## config.mk

```make
export PLATFORM = sky130hd
export DESIGN_NAME = mc_sequencer
export DESIGN_NICKNAME = d
export VERILOG_FILES = /design/src/rtl/mc_sequencer.sv
export SDC_FILE = /design/constraint.sdc
export NUM_CORES = 1
export LEC_CHECK = 0
export CORE_MARGIN = 2
export CORE_UTILIZATION = 40
export DETAILED_ROUTE_END_ITERATION = 10
export PLACE_DENSITY = 0.74
export SLEW_MARGIN = 20
export SYNTH_ARGS = -nofsm -noshare
export SYNTH_HDL_FRONTEND = slang
export SYNTH_SLANG_ARGS = --single-unit
```

## constraint.sdc

```tcl
create_clock -name clk -period 1.4 [get_ports clk]
set_clock_uncertainty 0.1 [all_clocks]
set_input_delay 0.14 -clock clk [delete_from_list [all_inputs] [get_ports clk]]
set_output_delay 0.14 -clock clk [all_outputs]
set_load 0.1 [all_outputs]
```

## src/rtl/mc_sequencer.sv

```systemverilog
// Multi-cycle control sequencer: walks FETCH/DECODE/EXEC/MEM/WB per instruction
// and drives the datapath enables from the current state and the latched opcode.
module mc_sequencer (
  input  logic       clk,
  input  logic       rst,
  input  logic [4:0] opcode,
  input  logic       zero,
  input  logic       lt,
  input  logic       mem_ready,
  output logic       mem_req,
  output logic       mem_we,
  output logic       ir_we,
  output logic       pc_we,
  output logic [1:0] pc_sel,
  output logic       reg_we,
  output logic [1:0] data_sel,
  output logic [2:0] alu_op,
  output logic       alu_src,
  output logic [2:0] state,
  output logic       illegal
);

  typedef enum logic [2:0] {
    FETCH  = 3'd0,
    DECODE = 3'd1,
    EXEC   = 3'd2,
    MEM    = 3'd3,
    WB     = 3'd4
  } state_t;

  localparam logic [4:0] OP_LUI  = 5'd14;
  localparam logic [4:0] OP_LW   = 5'd15;
  localparam logic [4:0] OP_SW   = 5'd16;
  localparam logic [4:0] OP_BLT  = 5'd17;
  localparam logic [4:0] OP_BEQ  = 5'd18;
  localparam logic [4:0] OP_JAL  = 5'd19;
  localparam logic [4:0] OP_JALR = 5'd20;

  state_t     r_state;
  state_t     w_next;
  logic [4:0] r_op_q;
  logic       w_isAlu;
  logic       w_illegalOp;
  logic [2:0] w_aluCode;
  logic       w_aluRegForm;

  // Opcode is only trusted in DECODE; later states work from r_op_q.
  always_ff @(posedge clk or posedge rst) begin
    if (rst) begin
      r_state <= FETCH;
      r_op_q  <= 5'd0;
    end else begin
      r_state <= w_next;
      if (r_state == DECODE) begin
        r_op_q <= opcode;
      end
    end
  end

  assign state       = r_state;
  assign w_isAlu     = (r_op_q >= 5'd1) && (r_op_q <= 5'd13);
  assign w_illegalOp = (opcode == 5'd0) || (opcode > OP_JALR);

  always_comb begin
    w_aluCode    = 3'd0;
    w_aluRegForm = 1'b0;
    case (r_op_q)
      5'd1:  begin w_aluCode = 3'd1; w_aluRegForm = 1'b1; end
      5'd2:        w_aluCode = 3'd1;
      5'd3:  begin w_aluCode = 3'd2; w_aluRegForm = 1'b1; end
      5'd4:  begin w_aluCode = 3'd3; w_aluRegForm = 1'b1; end
      5'd5:        w_aluCode = 3'd3;
      5'd6:  begin w_aluCode = 3'd4; w_aluRegForm = 1'b1; end
      5'd7:        w_aluCode = 3'd4;
      5'd8:  begin w_aluCode = 3'd5; w_aluRegForm = 1'b1; end
      5'd9:        w_aluCode = 3'd5;
      5'd10: begin w_aluCode = 3'd6; w_aluRegForm = 1'b1; end
      5'd11:       w_aluCode = 3'd6;
      5'd12: begin w_aluCode = 3'd7; w_aluRegForm = 1'b1; end
      5'd13:       w_aluCode = 3'd7;
      default: ;
    endcase
  end

  always_comb begin
    w_next   = FETCH;
    mem_req  = 1'b0;
    mem_we   = 1'b0;
    ir_we    = 1'b0;
    pc_we    = 1'b0;
    pc_sel   = 2'b00;
    reg_we   = 1'b0;
    data_sel = 2'b00;
    alu_op   = 3'b000;
    alu_src  = 1'b0;
    illegal  = 1'b0;
    case (r_state)
      FETCH: begin
        mem_req = 1'b1;
        if (mem_ready) begin
          ir_we  = 1'b1;
          pc_we  = 1'b1;
          w_next = DECODE;
        end else begin
          w_next = FETCH;
        end
      end
      DECODE: begin
        if (w_illegalOp) begin
          illegal = 1'b1;
          w_next  = FETCH;
        end else begin
          w_next = EXEC;
        end
      end
      EXEC: begin
        if (w_isAlu) begin
          alu_op  = w_aluCode;
          alu_src = w_aluRegForm;
          w_next  = WB;
        end else begin
          case (r_op_q)
            OP_LUI: w_next = WB;
            OP_LW, OP_SW: begin
              alu_op = 3'd1;
              w_next = MEM;
            end
            OP_BLT: begin
              alu_op  = 3'd2;
              alu_src = 1'b1;
              pc_sel  = 2'b01;
              pc_we   = lt;
            end
            OP_BEQ: begin
              alu_op  = 3'd2;
              alu_src = 1'b1;
              pc_sel  = 2'b01;
              pc_we   = zero;
            end
            OP_JAL: begin
              reg_we   = 1'b1;
              data_sel = 2'b11;
              pc_we    = 1'b1;
              pc_sel   = 2'b10;
            end
            OP_JALR: begin
              reg_we   = 1'b1;
              data_sel = 2'b11;
              pc_we    = 1'b1;
              pc_sel   = 2'b11;
              alu_op   = 3'd1;
            end
            default: w_next = FETCH;
          endcase
        end
      end
      MEM: begin
        mem_req = 1'b1;
        mem_we  = (r_op_q == OP_SW);
        alu_op  = 3'd1;
        if (!mem_ready) begin
          w_next = MEM;
        end else if (r_op_q == OP_LW) begin
          w_next = WB;
        end else begin
          w_next = FETCH;
        end
      end
      WB: begin
        reg_we = 1'b1;
        if (r_op_q == OP_LUI) begin
          data_sel = 2'b01;
        end else if (r_op_q == OP_LW) begin
          data_sel = 2'b10;
        end
      end
      default: w_next = FETCH;
    endcase
    // Reset must drop every strobe at once, even mid-access, without waiting for a clock.
    if (rst) begin
      mem_req  = 1'b0;
      mem_we   = 1'b0;
      ir_we    = 1'b0;
      pc_we    = 1'b0;
      pc_sel   = 2'b00;
      reg_we   = 1'b0;
      data_sel = 2'b00;
      alu_op   = 3'b000;
      alu_src  = 1'b0;
      illegal  = 1'b0;
    end
  end

endmodule
```

==> out/summary.md, run 1 <==
The flow did not finish. It got as far as clock tree synthesis and failed there. The first error in the log reads "[ERROR DPL-0038] Utilization greater than 100%, impossible to legalize". The placer's final routability congestion estimate is 0.8460, and the total standard cell area after synthesis is 798.3 µm². After clock tree synthesis, the flow added hold-fix buffers numbering 0.

The tree is rooted in a clkbuf_4. After technology mapping, the gate count stands at 115. Once the clock tree was built, the resizer swapped 59 gates to a different size.

Each instance of the synthesized netlist takes up on average 6.941 µm². The run gives 0.4154 as the starting density of the core. The die outline width came out at 48.67 µm.

The CTS H-tree depth is 1. In this run the vertical extent of the chip is 48.67 µm. For the number of core rows, the log shows 16.

The tools report the share of the yosys chip area belonging to registers as 0.2508. During I/O placement, the number of pins put on the boundary was 27. Post-CTS timing repair inserted 9 buffers for setup. The number of nets handed over by synthesis was 125. Number of synthesized register bits: 8. For this run, the number of Yosys warnings is 0.

Counting along the longest clock path gives a buffer depth of 2. The number of clock buffers added by TritonCTS is 3. The logs give -0.6550 ns for the worst slack at placement and 8 for the number of sinks driven by the clock tree. The netlist uses 36 different library cells. The total half-perimeter wirelength after legalization and detailed placement was 3124 µm; the quantity of I/O buffers inserted on ports was 26.
==> Yosys cell counts <==
cell type   n  area (µm²)
o311a_1     1       10.01
nor3b_1     2       15.01
nor4_1      1       6.260
nor4b_1     1       8.760
buf_6       1       11.26
nand3b_1    1       7.510
clkbuf_1    1       3.750
inv_1       5       18.77
and3b_1     1       8.760
a21oi_1     9       45.04
nor2b_1     3       18.77
and3_1      3       18.77
or4b_4      1       13.76
nand4_1     2       12.51
xor2_1      2       17.52
buf_4       1       7.510
o21a_1      1       7.510
o22ai_2     1       12.51
nand2b_1    4       25.02
a21o_1      1       7.510
o22a_1      1       8.760
o21ai_0    10       50.05
or4_1       1       7.510
o21bai_1    2       15.01
mux2i_1     1       10.01
xnor2_1     2       17.52
nor3_1      7       35.03
a2111oi_0   1       8.760
nand2_1    19       71.32
a31oi_1     1       6.260
dfrtp_1     8       200.2
buf_2       5       25.02
nand3_1     1       5.000
nor2_1     12       45.04
a311oi_1    1       8.760
o211ai_1    1       7.510
==> through the flow <==
step	cells	area (µm²)	TNS (ns)	util
after global placement	210	1784	-4.744	0.9284
after floorplan	115	997.2	-8.024	-
after detailed placement	210	1784	-6.414	0.9284
==> cells by family after synthesis <==
kind of cell | Yosys count | share of synthesized area
AOI/OAI and AO/OA | 30 | 0.2351
muxes | 1 | 0.01254
DFF | 8 | 0.2508
xor gates and xnor gates | 4 | 0.04390
and+or+nand+nor | 59 | 0.3746
buffers and inverters | 13 | 0.08307
==> run 2: changes to the inputs <==
CORE_AREA = 2 2 63 65   (was unset)
CORE_MARGIN = unset   (was 2)
CORE_UTILIZATION = unset   (was 40)
DIE_AREA = 0 0 65 67   (was unset)
PLACE_DENSITY = unset   (was 0.74)
PLACE_DENSITY_LB_ADDON = 0.15   (was unset)
clock period = 1.8 ns   (was 1.4 ns; I/O delays follow)
==> run 2 against run 1 <==
  * The flow now finishes, with violations (setup timing)
  * Area after synthesis unchanged
  * Synthesized cell count unchanged
==> out/summary.md, run 2 <==
The run finished, with violations left. The final reports fail on setup timing. Die outline width: 65 µm (was 48.67 µm).

Depth of the worst register-to-register path: 5. The first global-routing pass estimated 4471 µm of wire. The number of antenna violations at the first check in global routing is 0, and the share of power burned in the clock network is 0.065.

The clock transition at the registers of the reported paths was 0.04 ns; the worst slew margin relative to its limit was 0.7703. The classification of the worst setup path is reg2out. The core region is 3606 µm². For the pin with the worst max-slew slack, the measured transition is 0.3437 ns.

The share of the clock period used by the worst path is 1.136. The register with the most flip-flops in the layout has 5 of them. For this block, the initial DRC count from the detailed router was 29. The run gives 11 as the number of setup violations in the final report.

The data arrival time of the critical path is 1.77 ns, and the maximum vdd drop is 0.8539 mV. Static timing analysis puts the maximum clock frequency at 488.9 MHz. The number of distinct library cells after synthesis was 36 (unchanged); the total half-perimeter wirelength after legalization and detailed placement was 2188 µm (was 3124 µm). The number of sinks driven by the clock tree came out at 8 (unchanged). Setup repair after global routing could not meet its margin everywhere. The run gives 3 (unchanged) as the number of buffers inserted during clock tree synthesis. Cell chosen for the clock root: clkbuf_8 (was clkbuf_4).

In the layout the commonest cells are buf_4, buf_12, nand2_1. Height of the die: 67 µm (was 48.67 µm). For the pin count of the biggest net entering global routing, the log shows 11. The setup TNS after final layout came out at -1.362 ns.

The number of antenna diodes in the final layout is 0. Top post-synthesis cells by area: dfrtp_1, nand2_1, o21ai_0, a21oi_1, nor2_1 (unchanged). The placer's final routability congestion estimate is 0.8497 (was 0.8460).

The number of nets with antenna violations after detailed routing is 0, and the proportion of register bits with asynchronous set or reset after synthesis is 1.000 (unchanged). The minimum clock period after layout works out to 2.045 ns. The maximum fanout along the worst path was 10; the routed wire length per instance was 12.17 µm. For the post-synth net total, the log shows 125 (unchanged).

The power per unit of standard cell area came out at 1855 nW/µm². The design internal power came out at 1683 µW. The share of the yosys chip area belonging to registers was 0.2508 (unchanged). Relative to the synthesized area, the layout overhead comes to 134.5%.

The worst hold-check path type was in2reg. The cell type contributing the most total cell area after synthesis is dfrtp_1 (unchanged). Worst flop-to-flop path startpoint: r_op_q[3].

STA classifies the critical path endpoint as an output pin. After detailed routing, the number of remaining DRC violations is 0. The sequential power share was 0.131; the quantity of I/O buffers inserted on ports was 26 (unchanged). The smallest setup slack after layout came out at -0.2452 ns. The run gives 0 as the number of max-slew violations in the final report. The leading cell type in the layout, fill and taps excluded is buf_4. The number of warnings issued by yosys is 0 (unchanged), and the average cell area after synthesis is 6.941 µm² (unchanged).

The count of flip-flops with a built-in enable after synthesis works out to 0 (unchanged). For this block, the routed nets add up to 2715 µm of wire. The logs give 115 (unchanged) for the synthesized instance count and 2 (unchanged) for the buffer depth of the longest clock path. The number of core rows is 22 (was 16).

Using the TritonRoute via totals, the vias-per-cell ratio works out to 4.650. The fraction of layout instances using a drive strength above 1 is 0.5886. Post-synth top cells: nand2_1, nor2_1, o21ai_0, a21oi_1, dfrtp_1 (unchanged). The number of synthesized register bits is 8 (unchanged).

The logs give 4 for the number of detailed-route iterations in the first pass and 0 (unchanged) for the hold buffer count at CTS. At the worst endpoint, the required time is 1.52 ns. More flip-flops sit in one register than any other, and that register is r_op_q. The switching component of the power came out at 1789 µW. For this run, the post-layout net count is 186. The total I/O pin count is 27 (unchanged). The final global-route overflow total came out at 0.

The most frequently used cell type in the post-synthesis netlist was nand2_1 (unchanged). The CTS H-tree depth was 1 (unchanged); the switching part of the total power was 0.5153. The area share of the leading cell type in the synthesized netlist is 0.2508 (unchanged). TritonCTS built the clock tree.

The run gives 0.1320 as the global-route total usage across every layer. The run gives 0.04 ns as the slack of the worst reg-to-reg path. The starting density of the core is 0.2214 (was 0.4154), and the count of endpoints failing hold in the final timing report is 0. The tools report the number of global-route vias before repair as 1030. The most critical setup path has its endpoint at alu_src. The end of the worst register-to-register path was state[0]. The most instantiated flip-flop cell in the synthesis netlist was dfrtp_1 (unchanged). The total standard cell area after synthesis came out at 798.3 µm² (unchanged).

The design draws 3473 µW. The portion of total power attributed to combinational logic was 0.804; the number of maximum-capacitance violations was 0. For the static power due to leakage, the log shows 0.0007511 µW. In this run the worst setup path begins at r_op_q[0].

Across all layers, the routed design uses 1037 vias. The tools report the share of the core filled with cells as 0.5191. STA classifies the critical path startpoint as a flip-flop. The floorplan step defined a die boundary enclosing 4355 µm².

For the worst-skew pair, the clock arrives at the later sink with an insertion delay of 0.23 ns.
==> run 2: cell counts after synthesis <==
No cell type changed its count.
==> run 2: stage by stage <==
step / hold slack [ns] / instance area, µm² / instances / setup WS, ns
3_5_place_dp: 0.4868 / 1683 / 214 / -0.2022
5_1_grt: 0.2977 / 1872 / 223 / -0.3048
4_1_cts: 0.2846 / 1824 / 223 / -0.2417
2_1_floorplan: -0.07921 / 997.2 / 115 / -0.4005
6_report: 0.2820 / 1872 / 223 / -0.2452
3_3_place_gp: 0.4764 / 1683 / 214 / -0.1889
==> run 2: layout make-up <==
cell class / count / area (µm²)
flip-flops and latches: 8 / 217.7
inverters: 5 / 18.77
well taps: 48 / 60.06
multi-input cells: 94 / 793.3
repair buffers: 64 / 737.0
fillers: 353 / 1734
clock buffers: 4 / 45.04
==> run 2: cell families after synthesis <==
| kind of cell | share of synthesized area |
|---|---|
| AND/OR/NAND/NOR | 0.3746 |
| AO/OA/AOI/OAI | 0.2351 |
| buffers and inverters | 0.08307 |
| flip-flops | 0.2508 |
| XOR/XNOR | 0.04390 |
| multiplexers | 0.01254 |
==> run 2: worst min path at each step <==
stage,startpoint,to,slack [ns],cells past startpoint
floorplan,rst,r_op_q[0],-0.08,1
global placement,r_op_q[4],r_op_q[4],0.48,2
detailed placement,r_op_q[4],r_op_q[4],0.49,2
CTS,opcode[3],r_op_q[3],0.28,4
global route,opcode[0],r_op_q[0],0.30,4
finish,opcode[0],r_op_q[0],0.28,4
==> run 2: power by group through the flow <==
stage          registers [µW]  clock network, µW  logic, µW
2_1_floorplan             575                  0       1440
3_3_place_gp              451                  0       2430
3_5_place_dp              457                  0       2460
4_1_cts                   449                234       2690
5_1_grt                   473                250       2940
6_report                  454                226       2790
==> run 2: what timing repair did <==
item / 4_1_cts / 5_1_grt
resized for setup: 27 / 12
pin swaps: 6 / 5
setup buffers: 5 / 0
setup endpoints to repair: 15 / 13
endpoints found under the hold margin: 0 / 0
==> run 2: layer usage <==
layer,track usage,vias to the layer above,part of all wire
met3,0.01858,6,0.038
met5,0,-,0
met4,0.06649,0,0.022
met1,0.1500,482,0.42
li1,-,528,-
met2,0.2397,21,0.52
==> run 2: worst max-delay path, stage by stage, from the launching register on <==
cell	delay, ns
dfrtp_2	0.46
and3b_1	0.20
o311a_1	0.32
nor3_1	0.21
buf_4	0.15
nor2_4	0.03
buf_12	0.16
Power figures use the tool's default switching activity.
